`config.mk`:
```
export PLATFORM = sky130hd
export DESIGN_NAME = bcd2bin_seq
export DESIGN_NICKNAME = d
export VERILOG_FILES = /design/src/rtl/bcd2bin_seq_pkg.sv /design/src/rtl/bcd_digit_adjust.sv /design/src/rtl/bcd2bin_seq.sv
export SDC_FILE = /design/constraint.sdc
export NUM_CORES = 1
export LEC_CHECK = 0
export ABC_AREA = 1
export BUFFER_PORTS_ARGS = -buffer_cell sky130_fd_sc_hd__buf_2
export CAP_MARGIN = 20
export CORE_MARGIN = 3
export CORE_UTILIZATION = 57
export CTS_CLUSTER_SIZE = 20
export DETAILED_ROUTE_END_ITERATION = 8
export PLACE_DENSITY = 0.82
export SLEW_MARGIN = 20
export SYNTH_ARGS = -nofsm -noshare
export SYNTH_HDL_FRONTEND = slang
export SYNTH_SLANG_ARGS = --single-unit
```
`constraint.sdc`:
```
create_clock -name clk -period 1.75 [get_ports clk]
set_clock_uncertainty 0.05 [all_clocks]
set_input_delay 0.0875 -clock clk [delete_from_list [all_inputs] [get_ports clk]]
set_output_delay 0.0875 -clock clk [all_outputs]
set_load 0.01 [all_outputs]
```
`src/rtl/bcd2bin_seq_pkg.sv`:
```
// Shared definitions for the BCD-to-binary conversion path: FSM states,
// digit limit and an elaboration-time helper.
package bcd2bin_seq_pkg;

    typedef enum logic [1:0] {
        S_IDLE  = 2'd0,
        S_SHIFT = 2'd1,
        S_DONE  = 2'd2
    } state_t;

    localparam logic [3:0] BCD_DIGIT_MAX = 4'd9;

    // 10**n, used only for the width check on BIN_W
    function automatic longint unsigned pow10(input int unsigned n);
        longint unsigned r;
        r = 64'd1;
        for (int unsigned i = 0; i < n; i++) begin
            r = r * 64'd10;
        end
        return r;
    endfunction

endpackage

```
`src/rtl/bcd_digit_adjust.sv`:
```
// One BCD digit correction step of reverse double-dabble:
// digits that reach 8 after the right shift have 3 removed.
module bcd_digit_adjust (
    input  logic [3:0] din,
    output logic [3:0] dout
);

    always_comb begin
        dout = din;
        if (din >= 4'd8) begin
            dout = din - 4'd3;
        end
    end

endmodule

```
`src/rtl/bcd2bin_seq.sv`:
```
// Sequential BCD-to-binary converter (reverse double-dabble), one shift per
// clock, start/busy/done handshake.
module bcd2bin_seq
    import bcd2bin_seq_pkg::*;
#(
    parameter int NDIG  = 3,
    parameter int BIN_W = 12
) (
    input  logic                clk,
    input  logic                rst,
    input  logic                start,
    input  logic [4*NDIG-1:0]   bcd,
    output logic                busy,
    output logic                done,
    output logic [BIN_W-1:0]    bin,
    output logic                err
);

    localparam int W     = 4 * NDIG;
    localparam int CNT_W = $clog2(W + 1);
    localparam int CW    = (BIN_W < W) ? BIN_W : W;

    if (!((BIN_W < 64) && ((64'd1 << BIN_W) > (pow10(NDIG) - 64'd1)))) begin : g_width_check
        $error("bcd2bin_seq: BIN_W=%0d too narrow for NDIG=%0d digits", BIN_W, NDIG);
    end

    state_t           state;
    state_t           state_nx;
    logic [W-1:0]     sh_bcd;
    logic [W-1:0]     sh_bin;
    logic [W-1:0]     bcd_shr;
    logic [W-1:0]     bcd_adj;
    logic [W-1:0]     bin_shr;
    logic [CNT_W-1:0] cnt;
    logic             err_i;
    logic             bad_digit;
    logic             last_shift;
    logic [BIN_W-1:0] bin_res;

    assign bcd_shr    = {1'b0, sh_bcd[W-1:1]};
    assign bin_shr    = {sh_bcd[0], sh_bin[W-1:1]};
    assign last_shift = (cnt == CNT_W'(W - 1));

    for (genvar g = 0; g < NDIG; g++) begin : g_adj
        bcd_digit_adjust u_adj (
            .din  (bcd_shr[4*g +: 4]),
            .dout (bcd_adj[4*g +: 4])
        );
    end

    always_comb begin
        bad_digit = 1'b0;
        for (int unsigned i = 0; i < NDIG; i++) begin
            if (bcd[4*i +: 4] > BCD_DIGIT_MAX) begin
                bad_digit = 1'b1;
            end
        end
    end

    // Result is taken from the final shift directly, so DONE follows the last shift
    always_comb begin
        bin_res         = '0;
        bin_res[CW-1:0] = bin_shr[CW-1:0];
    end

    always_ff @(posedge clk or posedge rst) begin
        if (rst) begin
            state <= S_IDLE;
        end else begin
            state <= state_nx;
        end
    end

    always_comb begin
        state_nx = state;
        busy     = 1'b0;
        done     = 1'b0;
        case (state)
            S_IDLE: begin
                if (start) begin
                    state_nx = S_SHIFT;
                end
            end
            S_SHIFT: begin
                busy = 1'b1;
                if (last_shift) begin
                    state_nx = S_DONE;
                end
            end
            S_DONE: begin
                busy     = 1'b1;
                done     = 1'b1;
                state_nx = S_IDLE;
            end
            default: state_nx = S_IDLE;
        endcase
    end

    always_ff @(posedge clk or posedge rst) begin
        if (rst) begin
            sh_bcd <= '0;
            sh_bin <= '0;
            cnt    <= '0;
            err_i  <= 1'b0;
            bin    <= '0;
            err    <= 1'b0;
        end else begin
            case (state)
                S_IDLE: begin
                    if (start) begin
                        sh_bcd <= bcd;
                        sh_bin <= '0;
                        cnt    <= '0;
                        err_i  <= bad_digit;
                    end
                end
                S_SHIFT: begin
                    sh_bcd <= bcd_adj;
                    sh_bin <= bin_shr;
                    cnt    <= cnt + CNT_W'(1);
                    if (last_shift) begin
                        bin <= err_i ? '0 : bin_res;
                        err <= err_i;
                    end
                end
                default: ;
            endcase
        end
    end

endmodule

```
==> impl_metrics.tcl, run 1 <==
set metrics [dict create \
    drt.antenna.violating_nets 0 \
    cp.required_ns 1.89 \
    tns_ns 0 \
    report.final.setup_viol 0 \
    worst_slew_margin_rel 0.656 \
    drtPass1Iterations 4 \
    critPathLaunchType "flop" \
    floorplan.die_area_um2 4620 \
    syn-cell-area_um2 2190 \
    die_width_um 68.0 \
    worst_ep_arrival_time_ns 1.69 \
    io_pins 30 \
    clock_tree_from_tritoncts "done" \
    syn-mean-instance-area_um2 8.23 \
    period_share 0.889 \
    start_util 0.622 \
    synthMostInstantiatedCell "sky130_fd_sc_hd__nand2_1" \
    grt_setup_unrepaired "no" \
    place.gp.congestion 0.869 \
    synthesis.instances 266 \
    share_seq_of_total_power 0.412 \
    internal_power_w 0.00202 \
    fp.coreArea_um2 3520 \
    synth_sequential_area_ratio 0.492 \
    fin_cells 349 \
    power_switching_share 0.419 \
    timing_worst_setup_path_type "reg2reg" \
    synth-edff-count 0 \
    setup.worst_path.end_class "flop" \
    drt_drc_violations_left 0 \
    cts.clk_slew.worst_paths_ns 0.08 \
    dp.cells 339 \
    yosys.area.top_type "sky130_fd_sc_hd__dfrtp_1" \
    comb_power_share 0.413 \
    synth_cell_types 18 \
    final-max-slew-violation-count 0 \
    area_delta_synth_final_pct 13.0 \
    worst_hold_margin_ns 0.0500 \
    antennaDiodeCount 0 \
    vias_per_cell 5.01 \
    h_tree_levels 2 \
    grt.overflow.total 0 \
    drt_iter0_drcs 99 \
    status "finished, final reports clean" \
    grt_first_pass_wirelength_um 7150 \
    rows 21 \
    switching_power_w 0.00146 \
    fmax_ghz 0.643 \
    ys_ff_latch 43 \
    crit_path_max_fanout 14 \
    synth_top_area_frac 0.492 \
    ys_warn_count 0 \
    port_buffers 29 \
    cellPowerDensity_nw_per_um2 1410 \
    design.final.nets 325 \
    cts-root-to-sink-buffers 2 \
    timing.hold.worst.class "in2reg" \
    final_layout_size_suffix_gt1_frac 0.208 \
    power.leakage_nw 1.30 \
    routed-via-count 1750 \
    grt_usage 0.211 \
    avgRoutedWirePerCell_um 12.0 \
    drv.max_cap_violation_count 0 \
    routed_wl_um 4180 \
    irDropWorstVdd_mv 0.774 \
    synth.net_count 289 \
    post-dp-hpwl_um 2930 \
    worst_skew_pair.late_latency_ns 0.29 \
    async_flop_share 1.00 \
    grt_pass1_vias 1640 \
    synthFlopType "sky130_fd_sc_hd__dfrtp_1" \
    clock_power_share 0.175 \
    antenna_violations_before_repair 0 \
    synth.area.top_cells "sky130_fd_sc_hd__dfrtp_1 49%, sky130_fd_sc_hd__nand2_1 16%, sky130_fd_sc_hd__inv_1 5.8%" \
    period_needed_ns 1.56 \
    hold_viol 0 \
    synth_common_cells "95 x sky130_fd_sc_hd__nand2_1, 43 x sky130_fd_sc_hd__dfrtp_1, 34 x sky130_fd_sc_hd__inv_1" \
    floorplan.die.height_um 68.0 \
    cts_num_sinks 43 \
    clock-root-buffer "sky130_fd_sc_hd__clkbuf_8" \
    grt_max_degree 44 \
    tightest_slew_ns 0.516 \
    post-cts-setup-buffer-count 0 \
    cts_made_buffers 5 \
]
[stage by stage]
step / utilization / area (µm²) / setup slack [ns] / total power, W
after floorplan: - / 2190 / 0.439 / 0.00257
after global placement: 0.672 / 2360 / 0.180 / 0.00281
after detailed placement: 0.672 / 2360 / 0.129 / 0.00287
after CTS: 0.701 / 2470 / 0.0976 / 0.00350
after global routing: 0.702 / 2470 / 0.00231 / 0.00383
final: 0.702 / 2470 / 0.195 / 0.00348
[layout by cell type, fill, tap and decap left out, types with 5 or more instances in the layout]
cell	n
sky130_fd_sc_hd__nand3_1	14
sky130_fd_sc_hd__dfrtp_1	43
sky130_fd_sc_hd__o21ai_0	12
sky130_fd_sc_hd__buf_4	7
sky130_fd_sc_hd__buf_2	29
sky130_fd_sc_hd__o22ai_1	9
sky130_fd_sc_hd__nand2_1	95
sky130_fd_sc_hd__inv_1	34
sky130_fd_sc_hd__nor2_1	15
sky130_fd_sc_hd__o21ai_2	13
sky130_fd_sc_hd__clkbuf_8	5
sky130_fd_sc_hd__a21oi_1	7
sky130_fd_sc_hd__ha_1	7
[cell type report]
cell class,count,area [µm²]
Inverter,35,134
Clock buffer,6,72.6
Tap cell,46,57.6
Clock inverter,2,12.5
Sequential cell,43,1080
Timing Repair Buffer,38,218
Multi-Input combinational cell,179,902
Fill cell,289,1050
[worst max-delay path, stage by stage (launching register included)]
cell                      delay, ns
sky130_fd_sc_hd__dfrtp_1       0.40
sky130_fd_sc_hd__inv_1         0.09
sky130_fd_sc_hd__ha_1          0.20
sky130_fd_sc_hd__inv_1         0.07
sky130_fd_sc_hd__nand2_1       0.07
sky130_fd_sc_hd__nand2_2       0.16
sky130_fd_sc_hd__buf_4         0.22
sky130_fd_sc_hd__a21oi_1       0.14
sky130_fd_sc_hd__nor2_1        0.05
[sequential cells by signal, indices dropped and copies added, names as in the netlist]
signal  count
bin        12
sh_bcd     12
sh_bin     11
cnt         4
state       2
err         1
err_i       1
[worst paths after layout]
| path | end | cells past startpoint | slack [ns] | startpoint |
|---|---|---|---|---|
| setup / recovery | sh_bcd[7] | 8 | 0.19 | state[0] |
| hold / removal | sh_bcd[4] | 5 | 0.05 | bcd[4] |
| setup reg to reg | sh_bcd[7] | 8 | 0.19 | state[0] |
| hold reg to reg | bin[2] | 2 | 0.43 | bin[2] |
| max in group asynchronous | state[0] | 4 | 0.87 | rst |
| min in group asynchronous | sh_bin[8] | 4 | 0.43 | rst |
[kinds of logic after synthesis]
kind of cell               synth area share
and+or+nand+nor                       0.242
buffers and inverters                0.0972
DFF                                   0.492
AOI/OAI and AO/OA                     0.123
adders and majority gates            0.0457
[timing repair]
| item | in CTS | in global routing |
|---|---|---|
| hold buffers | 2 | 0 |
| setup endpoints to repair | 0 | 15 |
| resized for setup | 0 | 1 |
| hold endpoints to repair | 44 | 0 |
[power by group through the flow]
stage                     clock (W)  sequential, W  combinational [W]
final                      0.000609        0.00143            0.00144
after CTS                  0.000628        0.00143            0.00144
after global routing       0.000670        0.00147            0.00170
after global placement            0        0.00144            0.00137
after detailed placement          0        0.00145            0.00142
after floorplan                   0        0.00140            0.00116
[metal layers]
layer | vias to the layer above | track usage | wire (µm)
met2 | 29 | 0.344 | 2000
met5 | - | 0 | 0
met4 | 0 | 0.0744 | 78
met1 | 809 | 0.265 | 1920
li1 | 903 | - | -
met3 | 9 | 0.0657 | 175
Power figures use the tool's default switching activity.
==> inputs of run 2 (changes only) <==
--- a/config.mk
+++ b/config.mk
@@ -8,10 +8,12 @@
 export ABC_AREA = 1
 export BUFFER_PORTS_ARGS = -buffer_cell sky130_fd_sc_hd__buf_2
 export CAP_MARGIN = 20
+export CORE_ASPECT_RATIO = 1.2
 export CORE_MARGIN = 3
 export CORE_UTILIZATION = 57
 export CTS_CLUSTER_SIZE = 20
 export DETAILED_ROUTE_END_ITERATION = 8
+export MAX_ROUTING_LAYER = met4
 export PLACE_DENSITY = 0.82
 export SLEW_MARGIN = 20
 export SYNTH_ARGS = -nofsm -noshare
==> run 2 against run 1 <==
Compared with the run above: utilization decreased by 2.4 points; routed wire length decreased by 6.6%; non-clock buffer count decreased by 1; sequential share of layout area decreased by 0.22 points; global-route usage decreased by 1.3 points; via count decreased by 0.34%; first-iteration DRC count decreased by 1.0%; maximum frequency decreased by 1.2%; worst setup slack got worse by 0.018 ns; critical endpoint is now sh_bcd[1]; largest cell class unchanged; highest routed layer unchanged.
==> impl_metrics.tcl, run 2 (synthesized netlist as in run 1, its figures left out) <==
set metrics [dict create \
    status "finished, final reports clean" \
    drt.antenna.violating_nets 0 \
    drtPass1Iterations 4 \
    top_signal_layer_used "met4" \
    period_needed_ns 1.57 \
    wirelength_met1_um 1700 \
    path_cells "inv_1, ha_2, buf_12, inv_4, nand2_1, nand2_2, nor2_1, a21oi_1" \
    switching_power_w 0.00145 \
    period_share 0.899 \
    post-dp-hpwl_um 2870 \
    drv.max_cap_violation_count 0 \
    comb_power_share 0.412 \
    port_buffers 29 \
    cellPowerDensity_nw_per_um2 1400 \
    clock_power_share 0.177 \
    area_delta_synth_final_pct 13.6 \
    fin_cells 354 \
    critPathLaunchType "flop" \
    place.gp.congestion 0.822 \
    crit_path_max_fanout 19 \
    tns_ns 0 \
    grt_usage 0.198 \
    rows 24 \
    tightest_slew_ns 0.528 \
    grt_first_pass_wirelength_um 7090 \
    h_tree_levels 2 \
    antennaDiodeCount 0 \
    worst_slew_margin_rel 0.648 \
    critPathBufInv 3 \
    floorplan.die.height_um 73.9 \
    fp.coreArea_um2 3660 \
    avgRoutedWirePerCell_um 11.0 \
    final_layout_size_suffix_gt1_frac 0.205 \
    crit_path_max_incr_delay_ns 0.40 \
    floorplan.die_area_um2 4620 \
    timing.hold.worst.class "in2reg" \
    n_fill_cell 305 \
    hold_viol 0 \
    mostFrequentLayoutCell "sky130_fd_sc_hd__nand2_1" \
    worst_skew_pair.late_latency_ns 0.29 \
    design_area_um2 2480 \
    placement.setup.worst_slack_ns 0.118 \
    grt_max_degree 44 \
    clock-root-buffer "sky130_fd_sc_hd__clkbuf_8" \
    met2_wirelength_um 1940 \
    met3RoutedLength_um 212 \
    start_util 0.597 \
    routed-via-count 1744 \
    timing.critical_path.slowest_stage_cell "sky130_fd_sc_hd__dfrtp_1" \
    cts_made_buffers 5 \
    irDropWorstVdd_mv 0.959 \
    drt_drc_violations_left 0 \
    vias_per_cell 4.93 \
    setup.worst_path.end_class "flop" \
    fmax_ghz 0.635 \
    timing_worst_setup_path_type "reg2reg" \
    cts-root-to-sink-buffers 2 \
    biggestRegsByFlops "bin (12), sh_bcd (12), sh_bin (11)" \
    most_used_cells_in_the_layout_excluding_fill_and_tap_cells "95 x sky130_fd_sc_hd__nand2_1, 43 x sky130_fd_sc_hd__dfrtp_1, 34 x sky130_fd_sc_hd__inv_1, 29 x sky130_fd_sc_hd__buf_2, 15 x sky130_fd_sc_hd__nor2_1" \
    cts_num_sinks 43 \
    worst_ep_arrival_time_ns 1.70 \
    internal_power_w 0.00203 \
    share_seq_of_total_power 0.411 \
    antenna_violations_before_repair 0 \
    critical_path.top_delay_family "flip-flops" \
    cts.clk_slew.worst_paths_ns 0.08 \
    clock_tree_from_tritoncts "done" \
    die_width_um 62.6 \
    grt_setup_unrepaired "no" \
    report.final.setup_viol 0 \
    worst_slack_ns 0.176 \
    cp.required_ns 1.88 \
    io_pins 30 \
    power_switching_share 0.415 \
    dpl-instance-area_um2 2380 \
    grt.overflow.total 0 \
    routed_wl_um 3900 \
    drt_iter0_drcs 98 \
    design.final.nets 324 \
    grt_pass1_vias 1712 \
    dp.cells 344 \
    final-max-slew-violation-count 0 \
    power.leakage_nw 1.30 \
]
run 2: final cells by class:
cell class,count,area (µm²),share of cell area
clock buffer,6,72.6,0.0292
timing repair buffer,37,223,0.0896
multi-input combinational,179,902,0.363
inverter,35,134,0.0539
tap,52,65.1,0.0262
sequential,43,1080,0.433
clock inverter,2,12.5,0.00504
run 2: worst paths after layout:
check / startpoint / to / slack, ns / cells past startpoint
worst max-delay path: state[1] / sh_bcd[1] / 0.18 / 8
worst min-delay path: bcd[4] / sh_bcd[4] / 0.05 / 5
worst max register to register: state[1] / sh_bcd[1] / 0.18 / 8
worst min register to register: bin[3] / bin[3] / 0.43 / 2
max in group asynchronous: rst / cnt[2] / 0.88 / 4
min in group asynchronous: rst / sh_bin[10] / 0.40 / 4
run 2: what timing repair did:
item	CTS	global route
setup buffers	0	0
hold buffers	2	0
resized for setup	0	1
endpoints found under the setup margin	0	3
hold endpoints to repair	44	0
run 2: routing by layer:
layer / vias up / track usage
met4: 0 / 0.0735
met2: 44 / 0.351
li1: 903 / -
met5: - / -
met3: 6 / 0.0459
met1: 791 / 0.220
run 2: stage by stage:
step	total power, W	hold slack, ns	util
finish	0.00348	0.0455	0.678
global route	0.00382	0.0499	0.678
CTS	0.00351	0.0501	0.678
detailed placement	0.00288	0.202	0.649
global placement	0.00282	0.193	0.649
floorplan	0.00257	0.183	-
run 2: tightest hold or removal path, delay by kind of cell:
kind	cells	cell delay (ns)
buffers and inverters	1	0.08
AND/OR/NAND/NOR	4	0.20
run 2: power by group through the flow:
stage	logic [W]	registers [W]	clock network, W
CTS	0.00144	0.00143	0.000640
global route	0.00167	0.00146	0.000688
floorplan	0.00116	0.00140	0
finish	0.00143	0.00143	0.000616
detailed placement	0.00144	0.00145	0
global placement	0.00138	0.00144	0
